==> config.mk <==
export PLATFORM = sky130hd
export DESIGN_NAME = spiw_multich
export DESIGN_NICKNAME = d
export VERILOG_FILES = /design/src/rtl/spiw_pkg.sv /design/src/rtl/spiw_tick_gen.sv /design/src/rtl/spiw_multich.sv
export SDC_FILE = /design/constraint.sdc
export NUM_CORES = 1
export LEC_CHECK = 0
export BUFFER_PORTS_ARGS = -buffer_cell sky130_fd_sc_hd__buf_2
export CORE_ASPECT_RATIO = 0.6
export CORE_MARGIN = 5
export CORE_UTILIZATION = 50
export DETAILED_ROUTE_END_ITERATION = 10
export PLACE_DENSITY = 0.78
export SLEW_MARGIN = 30
export SYNTH_ARGS = -nofsm -noshare
export SYNTH_HDL_FRONTEND = slang
export SYNTH_SLANG_ARGS = --single-unit
export TNS_END_PERCENT = 50
==> constraint.sdc <==
create_clock -name clk_i -period 1.91 [get_ports clk_i]
set_input_delay 0.191 -clock clk_i [delete_from_list [all_inputs] [get_ports clk_i]]
set_output_delay 0.191 -clock clk_i [all_outputs]
set_load 0.05 [all_outputs]
==> src/rtl/spiw_pkg.sv <==
// Shared types and helpers for the multi-channel SPI DAC writer.
package spiw_pkg;

   typedef enum logic [2:0] {IDLE, LEAD, XFER, TRAIL, GAP} state_e;

   function automatic int CH_W(input int n);
      return (n > 1) ? $clog2(n) : 1;
   endfunction

endpackage

==> src/rtl/spiw_tick_gen.sv <==
// Half-period tick generator: counts 0..DIV-1 while enabled, ticking on DIV-1.
module spiw_tick_gen #(
   parameter int DIV = 4
) (
   input  logic clk_i,
   input  logic rst_i,
   input  logic clr_i,
   input  logic en_i,
   output logic tick_o
);

   localparam int CNT_W = (DIV > 1) ? $clog2(DIV) : 1;

   logic [CNT_W-1:0] cnt_q, cnt_d;

   assign tick_o = en_i && (cnt_q == CNT_W'(DIV - 1));

   always_comb begin
      cnt_d = cnt_q;
      if (clr_i || tick_o) begin
         cnt_d = '0;
      end else if (en_i) begin
         cnt_d = cnt_q + 1'b1;
      end
   end

   always_ff @(posedge clk_i) begin
      if (rst_i) begin
         cnt_q <= '0;
      end else begin
         cnt_q <= cnt_d;
      end
   end

endmodule

==> src/rtl/spiw_multich.sv <==
// SPI write controller: sends one CS-framed word per enabled channel, lowest channel first.
module spiw_multich
   import spiw_pkg::*;
#(
   parameter int DW   = 16,
   parameter int NCH  = 2,
   parameter int DIV  = 4,
   parameter bit CPOL = 1'b0,
   parameter bit CPHA = 1'b0,
   parameter int CSH  = 2
) (
   input  logic                  clk_i,
   input  logic                  rst_i,
   input  logic                  strw_i,
   input  logic [NCH-1:0]        chen_i,
   input  logic [NCH*DW-1:0]     data_i,
   output logic                  cs_o,
   output logic                  sck_o,
   output logic                  mosi_o,
   output logic [CH_W(NCH)-1:0]  ch_o,
   output logic                  busy_o,
   output logic                  eow_o
);

   localparam int CW = CH_W(NCH);
   localparam int BW = $clog2(DW);
   localparam int GW = (CSH > 1) ? $clog2(CSH) : 1;

   state_e            st_q, st_d;
   logic [NCH-1:0]    chen_q, chen_d;
   logic [NCH*DW-1:0] data_q, data_d;
   logic [DW-1:0]     sh_q, sh_d;
   logic [BW-1:0]     bit_q, bit_d;
   logic              ph_q, ph_d;
   logic [GW-1:0]     gap_q, gap_d;
   logic [CW-1:0]     ch_q, ch_d;
   logic              cs_q, cs_d, sck_q, sck_d, mosi_q, mosi_d;
   logic              busy_q, busy_d, eow_q, eow_d;

   logic              tick, tick_clr, load, shift, nxt_vld;
   logic [CW-1:0]     first_ch, nxt_ch;
   logic [DW-1:0]     load_word;

   spiw_tick_gen #(.DIV(DIV)) u_tick (
      .clk_i  (clk_i),
      .rst_i  (rst_i),
      .clr_i  (tick_clr),
      .en_i   (st_q != IDLE),
      .tick_o (tick)
   );

   // Channel scan: lowest requested channel on start, next enabled one above ch_q afterwards.
   always_comb begin
      first_ch = '0;
      nxt_ch   = '0;
      nxt_vld  = 1'b0;
      for (int k = NCH - 1; k >= 0; k--) begin
         if (chen_i[k]) first_ch = CW'(k);
         if (chen_q[k] && (k > int'(ch_q))) begin
            nxt_vld = 1'b1;
            nxt_ch  = CW'(k);
         end
      end
   end

   always_comb begin
      st_d      = st_q;
      chen_d    = chen_q;
      data_d    = data_q;
      sh_d      = sh_q;
      bit_d     = bit_q;
      ph_d      = ph_q;
      gap_d     = gap_q;
      ch_d      = ch_q;
      cs_d      = cs_q;
      sck_d     = sck_q;
      mosi_d    = mosi_q;
      busy_d    = busy_q;
      eow_d     = 1'b0;
      tick_clr  = 1'b0;
      load      = 1'b0;
      shift     = 1'b0;
      load_word = data_q[int'(nxt_ch)*DW +: DW];
      case (st_q)
         IDLE: begin
            if (strw_i) begin
               if (|chen_i) begin
                  st_d      = LEAD;
                  chen_d    = chen_i;
                  data_d    = data_i;
                  ch_d      = first_ch;
                  load      = 1'b1;
                  load_word = data_i[int'(first_ch)*DW +: DW];
                  cs_d      = 1'b0;
                  busy_d    = 1'b1;
                  tick_clr  = 1'b1;
               end else begin
                  eow_d = 1'b1;
               end
            end
         end
         LEAD: begin
            if (tick) begin
               st_d  = XFER;
               sck_d = ~CPOL;
               ph_d  = 1'b0;
               bit_d = '0;
               shift = CPHA;
            end
         end
         // ph_q = 0 is the leading half of a bit, ph_q = 1 the trailing half.
         XFER: begin
            if (tick) begin
               if (!ph_q) begin
                  sck_d = CPOL;
                  ph_d  = 1'b1;
                  shift = !CPHA && (bit_q != BW'(DW - 1));
               end else if (bit_q == BW'(DW - 1)) begin
                  st_d = TRAIL;
               end else begin
                  sck_d = ~CPOL;
                  ph_d  = 1'b0;
                  bit_d = bit_q + 1'b1;
                  shift = CPHA;
               end
            end
         end
         TRAIL: begin
            if (tick) begin
               st_d  = GAP;
               cs_d  = 1'b1;
               gap_d = '0;
            end
         end
         GAP: begin
            if (tick) begin
               if (gap_q != GW'(CSH - 1)) begin
                  gap_d = gap_q + 1'b1;
               end else if (nxt_vld) begin
                  st_d     = LEAD;
                  ch_d     = nxt_ch;
                  load     = 1'b1;
                  cs_d     = 1'b0;
                  tick_clr = 1'b1;
               end else begin
                  st_d   = IDLE;
                  busy_d = 1'b0;
                  eow_d  = 1'b1;
               end
            end
         end
         default: st_d = IDLE;
      endcase
      // In mode CPHA=0 the MSB must already sit on MOSI before the first leading edge.
      if (load) begin
         if (CPHA) begin
            sh_d = load_word;
         end else begin
            sh_d   = load_word << 1;
            mosi_d = load_word[DW-1];
         end
      end else if (shift) begin
         sh_d   = sh_q << 1;
         mosi_d = sh_q[DW-1];
      end
   end

   always_ff @(posedge clk_i) begin
      if (rst_i) begin
         st_q   <= IDLE;
         chen_q <= '0;
         data_q <= '0;
         sh_q   <= '0;
         bit_q  <= '0;
         ph_q   <= 1'b0;
         gap_q  <= '0;
         ch_q   <= '0;
         cs_q   <= 1'b1;
         sck_q  <= CPOL;
         mosi_q <= 1'b0;
         busy_q <= 1'b0;
         eow_q  <= 1'b0;
      end else begin
         st_q   <= st_d;
         chen_q <= chen_d;
         data_q <= data_d;
         sh_q   <= sh_d;
         bit_q  <= bit_d;
         ph_q   <= ph_d;
         gap_q  <= gap_d;
         ch_q   <= ch_d;
         cs_q   <= cs_d;
         sck_q  <= sck_d;
         mosi_q <= mosi_d;
         busy_q <= busy_d;
         eow_q  <= eow_d;
      end
   end

   assign cs_o   = cs_q;
   assign sck_o  = sck_q;
   assign mosi_o = mosi_q;
   assign ch_o   = ch_q;
   assign busy_o = busy_q;
   assign eow_o  = eow_q;

endmodule

==> metrics.txt <==
status finished, final reports clean; Port Buf Inserts 42; Final ANT Viol Nets 0; Filler cells 600; number of synthesized register bits 64; Max-slew headroom 67.2%; FP Rows 23; CP peak stage delay 0.51 ns; worst setup path startpoint bit_q[0]$_SDFFE_PP0P_; Period minus WS final 1.83 ns; worst skew pair latency 0.35 ns; total global-route track usage 21.6%; DR pass1 iterations 4; Final Cell Area 0.00391 sq mm; Crit path max-delay family simple AND/OR/NAND/NOR gates; largest net degree at the start of global routing 48; Placer Congestion 0.843; clock root buffer clkbuf_8; DRC Markers 0; Post-synth ARST share 0%; via/cell ratio 5.81; io pins 43; Synth cell types 46; HP Start data_i[31]; placed cell areas 0.00370 sq mm; Inst Count DP 552; dpl hpwl 5900 microns; total CTS buffers 9; Setup CP Type reg -> reg; number of flops mapped to enable cells by yosys 0; setup ws final 0.0823 ns; Syn Inst Count 438; top_reg_cell synth dfxtp_1; Setup crit start kind flip-flop; Buf/Inv on CP 0; Antenna diodes 0; Initial Utilization 50.6%; cts hold-fix bufs 0; CP Capture Type flip-flop; htree depth 3; first-pass GRT wire length 14500 microns; drt total wl 8730 microns; worst vdd ir 0.410 mV; pre-CTS setup slack 0.0494 ns; Total Power 3.50 mW; commonest non-fill, non-tap cell in the layout nand2_1; CP cell instances ha_2 > and3_2 > or4_4 > or3_1 > a31oi_1; Max stage delay cell, worst path or4_4; critical path arrival 2.11 ns; post-DR wirelength/cell 15.4 microns; Final TNS setup 0 ns; vias in the first global route 3022; synthesized area 0.00332 sq mm; endpoints failing setup 0; Tcrit/Tclk final 95.7%; LEAKAGE 1.51 nW; data required time of the worst path 2.19 ns; share of cells above drive strength 1 21.0%; DR iter-0 viols 268; clk sinks 64; via count 3299; Syn-to-layout area delta 17.7%; multi-input logic area 0.00190 sq mm; Slew Limit Fails 0; Seq/Total Area, Yosys 38.6%; yosys warns 0; final hold slack 0.0861 ns; Clock Skew 0.00590 ns; non-filler cells, final 568; Storage cell area 0.00128 sq mm; Hold Vio Cnt, Final 0; initial antenna violation count 0; Max-Cap Viols 0; Syn Nets 477; crit-path max FO 4; post-layout util 59.6%; post-layout net count 516; R2R Path Start bit_q[0]$_SDFFE_PP0P_; die height 73.1 microns; worst slew pin tran 0.492 ns; fmax 547 MHz; pwr dens 895 mW/mm^2; Die ar. 0.00842 sq mm; Longest Clk Path Bufs 2; CORE AREA 0.00656 sq mm; HP Class in -> reg; gr ovfl total 0; TritonCTS clock tree yes; RSZ-0062 raised after global routing no; die width 115 microns; syn avg cell area 7.58 sq um; clock-pin transition on the worst setup and hold timing paths 0.07 ns; commonest cells after routing, fill and taps aside 115 x nand2_1, 64 x dfxtp_1, 42 x a21oi_1, 42 x buf_2, 22 x o21ai_0
-- state kept, by name, summed over array words and instances, names as in the netlist --
register / cells
sck_o: 1
ch_o: 1
sh_q: 15
cs_o: 1
ph_q: 1
busy_o: 1
data_q: 31
st_q: 3
mosi_o: 1
u_tick.cnt_q: 2
gap_q: 1
chen_q: 1
bit_q: 4
eow_o: 1
-- synth_stat cells (4+ instances only) --
| cell type | n | area share (%) |
|---|---|---|
| clkbuf_1 | 34 | 3.8 |
| nor3_1 | 4 | 0.60 |
| nor2_1 | 7 | 0.79 |
| o211ai_1 | 15 | 3.4 |
| nand2b_1 | 6 | 1.1 |
| a21oi_1 | 42 | 6.3 |
| a31oi_1 | 4 | 0.75 |
| inv_1 | 4 | 0.45 |
| nand2_1 | 115 | 13 |
| mux2_2 | 15 | 5.1 |
| nor2b_1 | 19 | 3.6 |
| nand3_1 | 21 | 3.2 |
| dfxtp_1 | 64 | 39 |
| o21ai_0 | 22 | 3.3 |
| a22oi_1 | 18 | 4.1 |
-- report_power, final --
part           internal [mW]  switching (mW)
Combinational          0.341           0.495
Clock                  0.630           0.515
Sequential              1.45          0.0654
Total                   2.42            1.08
-- per-layer routing --
metal  wire length [microns]  GRT usage (%)  up-vias
met5                       0              0        -
met1                    4170           31.2     1556
met2                    3830           31.7      122
met4                      80           5.86        0
li1                        -              -     1608
met3                     642           5.88       13
-- area by class of cell --
class / count / share of cell area (%)
multi-input cells: 333 / 48.7
clock buffers: 12 / 3.71
well taps: 87 / 2.79
repair buffers: 65 / 10.5
inverters: 4 / 0.384
flip-flops and latches: 64 / 32.8
clock inverters: 3 / 1.09
-- timing repair --
item                                    in CTS  in global routing
endpoints found under the setup margin       0                  5
setup buffers                                0                  1
gates resized for setup                      0                  4
-- worst register-to-register path: cells and delay by family (launching register included) --
| family | cells | cell delay, ns |
|---|---|---|
| and+or+nand+nor | 3 | 1.06 |
| AOI/OAI and AO/OA | 1 | 0.15 |
| DFF | 1 | 0.34 |
| adders and majority gates | 1 | 0.21 |
-- cells by family (layout without fill, tap and decap cells) --
family,Yosys count,in the layout,synth area share [%]
xor gates and xnor gates,2,2,0.528
buffers and inverters,41,84,4.75
and+or+nand+nor,198,198,28.3
DFF,64,64,38.6
muxes,16,16,5.39
AOI/OAI and AO/OA,115,115,21.7
adders and majority gates,2,2,0.754
-- final timing paths --
path,to,slack (ns),cells past startpoint
worst max-delay path,bit_q[3]$_SDFFE_PP0P_,0.08,5
worst min-delay path,data_q[31]$_SDFFE_PP0P_,0.09,3
worst max register to register,bit_q[3]$_SDFFE_PP0P_,0.08,5
worst min register to register,data_q[19]$_SDFFE_PP0P_,0.45,2
(Power assumes the default switching activity.)
